## src/rtl/fifo_sched_pkg.sv

```systemverilog
// Shared types and constants for the FIFO access scheduler.
// Optional statistics counters are enabled with the FIFO_SCHED_STAT_EN macro.
package fifo_sched_pkg;

  // Command issued to the FIFO port in a given cycle.
  typedef enum logic [1:0] {
    OP_NONE = 2'd0,
    OP_WR   = 2'd1,
    OP_RD   = 2'd2
  } op_e;

  // Width and ceiling of the stall statistics counters.
  localparam int              STAT_W   = 16;
  localparam logic [STAT_W-1:0] STAT_MAX = '1;

  // Saturating increment for the stall counters.
  function automatic logic [STAT_W-1:0] sat_inc(input logic [STAT_W-1:0] v);
    return (v == STAT_MAX) ? v : v + 1'b1;
  endfunction

endpackage

```

## src/rtl/rr_arb.sv

```systemverilog
// Combinational round-robin arbiter: grants the first requester at or after
// ptr (wrapping N-1 -> 0) and reports the pointer value that follows the
// winner. The pointer register itself lives in the instantiating module.
module rr_arb #(
  parameter  int N  = 4,
  localparam int PW = (N > 1) ? $clog2(N) : 1
) (
  input  logic [N-1:0]  req,
  input  logic [PW-1:0] ptr,
  output logic [N-1:0]  gnt,
  output logic [PW-1:0] next_ptr
);

  logic          found;
  logic [PW-1:0] idx;
  int            sum;

  // Scan requesters in rotated order starting at ptr; first hit wins.
  always_comb begin
    // NOTE: every output gets a default before the loop so no latch is inferred.
    gnt      = '0;
    next_ptr = ptr;
    found    = 1'b0;
    idx      = '0;
    sum      = 0;
    for (int i = 0; i < N; i++) begin
      sum = int'(ptr) + i;
      if (sum >= N) sum -= N;
      idx = PW'(sum);
      if (!found && req[idx]) begin
        found    = 1'b1;
        gnt[idx] = 1'b1;
        next_ptr = (sum == N - 1) ? '0 : PW'(sum + 1);
      end
    end
  end

endmodule

```

## src/rtl/fifo_access_sched.sv

```systemverilog
// Access scheduler for a single-port sync FIFO: arbitrates NUM_WR producers
// round-robin on the write side, serves one reader, picks one command per
// cycle and returns read data with a valid strobe after RD_LAT cycles.
// Define FIFO_SCHED_STAT_EN to add stall counters (stat_clr, full_stall_cnt,
// empty_stall_cnt); scheduling is identical with or without it.
module fifo_access_sched
  import fifo_sched_pkg::*;
#(
  parameter int NUM_WR   = 4,
  parameter int ADR_BIT  = 6,
  parameter int DAT_BIT  = 32,
  parameter int RD_LAT   = 1,
  parameter int AFULL_TH = 56
) (
  input  logic                      clk,
  input  logic                      rst_n,
  input  logic [NUM_WR-1:0]         wr_req,
  input  logic [NUM_WR*DAT_BIT-1:0] wr_dat_i,
  output logic [NUM_WR-1:0]         wr_gnt,
  input  logic                      rd_req,
  output logic                      rd_gnt,
  output logic                      rd_vld,
  output logic [DAT_BIT-1:0]        rd_dat_o,
  output logic                      cs_en,
  output logic                      wr_en,
  output logic [DAT_BIT-1:0]        wr_dat,
  input  logic [DAT_BIT-1:0]        rd_dat,
  input  logic                      fifo_full,
  input  logic                      fifo_empty,
  input  logic [ADR_BIT:0]          fifo_count
`ifdef FIFO_SCHED_STAT_EN
  ,
  input  logic                      stat_clr,
  output logic [STAT_W-1:0]         full_stall_cnt,
  output logic [STAT_W-1:0]         empty_stall_cnt
`endif
);

  localparam int PTR_W = (NUM_WR > 1) ? $clog2(NUM_WR) : 1;

  logic [PTR_W-1:0]  ptr;
  logic [PTR_W-1:0]  next_ptr;
  logic [NUM_WR-1:0] arb_gnt;
  logic              we;
  logic              re;
  logic              afull;
  op_e               op;
  op_e               last_op;
  logic [RD_LAT-1:0] vld_pipe;
  logic [RD_LAT-1:0] vld_next;

  rr_arb #(.N(NUM_WR)) u_rr_arb (
    .req      (wr_req),
    .ptr      (ptr),
    .gnt      (arb_gnt),
    .next_ptr (next_ptr)
  );

  assign we    = (|wr_req) & ~fifo_full;
  assign re    = rd_req & ~fifo_empty;
  assign afull = fifo_count >= (ADR_BIT + 1)'(AFULL_TH);

  // Pick this cycle's command; reads win near-full, otherwise alternate on
  // conflict. Held off while in reset so no command leaks out during reset.
  always_comb begin
    op = OP_NONE;
    if (rst_n) begin
      if (re && we)  op = (afull || last_op == OP_WR) ? OP_RD : OP_WR;
      else if (re)   op = OP_RD;
      else if (we)   op = OP_WR;
    end
  end

  // Drive the FIFO command port and the grants from the selected command.
  always_comb begin
    wr_gnt = (op == OP_WR) ? arb_gnt : '0;
    rd_gnt = (op == OP_RD);
    cs_en  = (op != OP_NONE);
    wr_en  = (op == OP_WR);
    wr_dat = '0;
    for (int k = 0; k < NUM_WR; k++) begin
      if (op == OP_WR && arb_gnt[k]) wr_dat = wr_dat_i[k*DAT_BIT +: DAT_BIT];
    end
  end

  // Advance the round-robin pointer past each write winner.
  always_ff @(posedge clk or negedge rst_n) begin
    // NOTE: state registers use non-blocking assignments so every flop samples pre-edge values.
    if (!rst_n)           ptr <= '0;
    else if (op == OP_WR) ptr <= next_ptr;
  end

  // Remember the last issued command for conflict alternation.
  always_ff @(posedge clk or negedge rst_n) begin
    if (!rst_n)             last_op <= OP_RD;
    else if (op != OP_NONE) last_op <= op;
  end

  // Shift-in position of the read-valid pipeline (rd_gnt enters at bit 0).
  assign vld_next = RD_LAT'({vld_pipe, rd_gnt});
  assign rd_vld   = vld_pipe[RD_LAT-1];

  // Track in-flight reads and capture FIFO data on the edge rd_vld rises;
  // reset drops any in-flight reads.
  always_ff @(posedge clk or negedge rst_n) begin
    if (!rst_n) begin
      vld_pipe <= '0;
      rd_dat_o <= '0;
    end else begin
      vld_pipe <= vld_next;
      if (vld_next[RD_LAT-1]) rd_dat_o <= rd_dat;
    end
  end

`ifdef FIFO_SCHED_STAT_EN
  // Saturating stall counters; a clear request beats an increment.
  always_ff @(posedge clk or negedge rst_n) begin
    if (!rst_n) begin
      full_stall_cnt  <= '0;
      empty_stall_cnt <= '0;
    end else if (stat_clr) begin
      full_stall_cnt  <= '0;
      empty_stall_cnt <= '0;
    end else begin
      if ((|wr_req) && fifo_full)  full_stall_cnt  <= sat_inc(full_stall_cnt);
      if (rd_req && fifo_empty)    empty_stall_cnt <= sat_inc(empty_stall_cnt);
    end
  end
`endif

endmodule

```

## config.mk

```make
export PLATFORM = sky130hd
export DESIGN_NAME = fifo_access_sched
export DESIGN_NICKNAME = d
export VERILOG_FILES = /design/src/rtl/fifo_sched_pkg.sv /design/src/rtl/rr_arb.sv /design/src/rtl/fifo_access_sched.sv
export SDC_FILE = /design/constraint.sdc
export NUM_CORES = 1
export LEC_CHECK = 0
export BUFFER_PORTS_ARGS = -buffer_cell sky130_fd_sc_hd__buf_2
export CAP_MARGIN = 20
export CORE_AREA = 2 2 97 99
export CTS_CLUSTER_DIAMETER = 120
export DETAILED_ROUTE_END_ITERATION = 7
export DIE_AREA = 0 0 99 101
export PLACE_DENSITY = 0.79
export SLEW_MARGIN = 20
export SYNTH_ARGS = -nofsm -noshare
export SYNTH_HDL_FRONTEND = slang
export SYNTH_SLANG_ARGS = --single-unit
export TNS_END_PERCENT = 5
```

## constraint.sdc

```tcl
create_clock -name clk -period 7.73 [get_ports clk]
set_input_delay 1.1595 -clock clk [delete_from_list [all_inputs] [get_ports clk]]
set_output_delay 1.1595 -clock clk [all_outputs]
set_load 0.02 [all_outputs]
```

==> results.cfg <==
[sta]
tns_ns = 0
min_period_over_period_pct = 74.7
setup_violations = 0
worst_pin_slew_ns = 1.07
drv_slew = 0
fin_crit_ns = 5.77
rsz0062_at_grt = false
relSlewSlack_pct = 28.4
clock-skew-final_ns = 0.00494
fmax_mhz = 173
final_hold_viol_count = 0

[power]
power_density_nw_per_um2 = 294
ir_worst_vdd_uv = 209
leakage_nw = 2.46

[worst_setup_path]
start_kind = flip-flop
crit_fanout = 45
crit_slowest_cell = a32o_2
r2r-start = ptr[0]
cp_num_cells = 10
crit_arrival_ns = 4.61
critPathBufInv = 3
reg2reg_to = ptr[0]
path_cells = inv_1, ha_1, mux4_2, nor2b_1, a221o_1, a32o_2, buf_4, a211oi_2, a211oi_2, buf_2
cp-end-kind = output port
crit_family = compound AO/OA/AOI/OAI gates
endpoint = wr_dat[17]
critPathKind = flip-flop to output port
ff2ff_path_depth = 7
worstPathRequired_ns = 6.57
max_stage_delay_ns = 0.83
ff2ff_setup_slack_ns = 4.75
critPathMostFrequentCell = a211oi_2
critical_path.startpoint = ptr[0]

[routing]
wire_per_inst_um = 16.6
drtIter0Drc = 104
wirelength_um = 11500
drt_first_pass_iters = 4
vias_per_cell = 5.49
num_vias = 3797
ant_nets = 0
drc = 0

[clock_network]
cts_hold_buf = 0
clock-sinks = 37
clk_latency_ns = 0.29
clk_pin_slew_ns = 0.07
cts_tree = done
post-cts-setup-buffers = 0
numCtsBuffers = 5
cts_resized = 0
cts_root_buf = clkbuf_8
cts_htree_levels = 2
clock_path_buffers = 2

[synth]
ys_warn_count = 0
ys_seq_area_share_pct = 25.7
syn_inst = 358
synth_top_family_by_area = compound AO/OA/AOI/OAI gates
synth_edf_count = 0
synthAdderAreaFrac_pct = 2.43
syn_area_per_cell_sq_um = 10.1
yosysMostFrequentCell = a211oi_2
synthMuxAreaShare_pct = 13.6
synth.top_cell.area_share_pct = 24.9
synth_top_cells_by_count = a211oi_2 (58), nor2_1 (38), dfrtp_1 (36), nand3_1 (36)
synth-simple-area-share_pct = 21.8
synth_top_area_cell = dfrtp_1
postSynthNetCount = 541
ys.flop_type = dfrtp_1
synth-compound-area-share_pct = 27.9
async_reset_ff_share_pct = 100
syn_area_sq_um = 3610
synth_cell_types = 52
ys_seq_elements = 37
synth-xor-area-share_pct = 0.243
synth_area_leaders = dfrtp_1 (25%), a211oi_2 (20%), mux2_2 (11%)

[worst_hold_path]
hp-class = flip-flop to flip-flop

[status]
status = finished clean

[floorplanning]
die_w_um = 99
die_area_sq_um = 10000
start_util_pct = 40.2
ioPinCount = 248
die_y_um = 101
rows = 35
coreArea_sq_um = 8980

[placed_design]
placed_area_sq_um = 4770
port_buffers = 244
post-dp-hpwl_um = 9020
place_congestion = 0.877

[cells_and_area]
final_core_util_pct = 54.6
num-nets-final = 761
finish.instance_area_sq_um = 4900
final_layout_size_suffix_gt1_share_pct = 62.7
area_growth_pct = 35.7

[job]
maxCapViolCount = 0

[global_route]
grt_max_degree = 65
grt_pass1_wl_um = 17700
grt_pass1_vias = 3685
overflow = 0
track_usage_pct = 21.6
antenna_found_initial = 0
==> registers in the layout, summed over array words and instances, names as in the netlist <==
register  flops
last_op       2
ptr           2
rd_dat_o     32
rd_vld        1
==> metrics by stage <==
step                setup slack, ns  total power, W  cells  hold WS [ns]
finish                         1.96         0.00144    691         0.507
global route                   1.68         0.00154    690         0.533
CTS                            2.03         0.00145    690         0.509
detailed placement             2.13         0.00127    682         0.490
global placement               2.20         0.00123    681         0.486
floorplan                      3.30         0.00102    358         0.490
==> how the worst min path moves through the flow <==
| stage | from | end | depth (start not counted) |
|---|---|---|---|
| after floorplan | last_op[1] | last_op[1] | 1 |
| after global placement | rd_dat_o[25] | rd_dat_o[25] | 1 |
| after detailed placement | rd_dat_o[26] | rd_dat_o[26] | 1 |
| after CTS | rd_dat_o[30] | rd_dat_o[30] | 1 |
| after global routing | rd_dat_o[13] | rd_dat_o[13] | 1 |
| final | rd_dat_o[30] | rd_dat_o[30] | 1 |
==> power breakdown <==
group | total (W) | switching (W) | internal (W)
logic | 0.000989 | 0.000576 | 0.000413
registers | 0.000279 | 0.0000410 | 0.000238
clock network | 0.000173 | 0.0000677 | 0.000105
==> cell usage in the layout, fill, tap and decap left out, types with 5 or more instances in the layout <==
master	synthesis	final
a211oi_1	7	7
a211oi_2	58	58
a21oi_1	6	6
and3b_1	34	34
buf_2	12	244
clkbuf_8	0	6
dfrtp_1	36	36
ha_1	7	7
inv_1	7	7
mux2_2	34	34
nand2b_1	6	6
nand3_1	36	36
nand3b_1	5	5
nor2_1	38	38
==> worst reg2reg max path: stages, from the launching register on <==
cell	delay, ns
dfrtp_1	0.67
inv_1	0.29
ha_1	0.55
mux4_2	0.62
inv_1	0.11
nand3_1	0.08
mux2_2	0.28
o41ai_1	0.27
==> layout make-up <==
cell class	instances	area, sq um
Clock buffer	6	82.6
Multi-Input combinational cell	276	2410
Timing Repair Buffer	249	1270
Tap cell	111	139
Clock inverter	2	37.5
Sequential cell	37	927
Inverter	9	33.8
Antenna cell	1	2.50
Fill cell	793	4080
==> metal layers <==
metal / part of all wire (%) / global-route usage (%) / wire, um / vias up
met5: 0 / 0 / 0 / -
met4: 1.5 / 6.95 / 175 / 0
met3: 8.7 / 4.16 / 998 / 16
li1: - / - / - / 1784
met2: 52 / 39.8 / 5990 / 210
met1: 37 / 25.2 / 4290 / 1787
==> kinds of logic after synthesis <==
kind of cell | count (synthesis)
XOR/XNOR | 1
AO/OA/AOI/OAI | 94
AND/OR/NAND/NOR | 133
adder cells (fa/ha/maj) | 7
buffers and inverters | 45
multiplexers | 41
flip-flops | 37
Note: power is estimated with default switching activity, not from simulation.
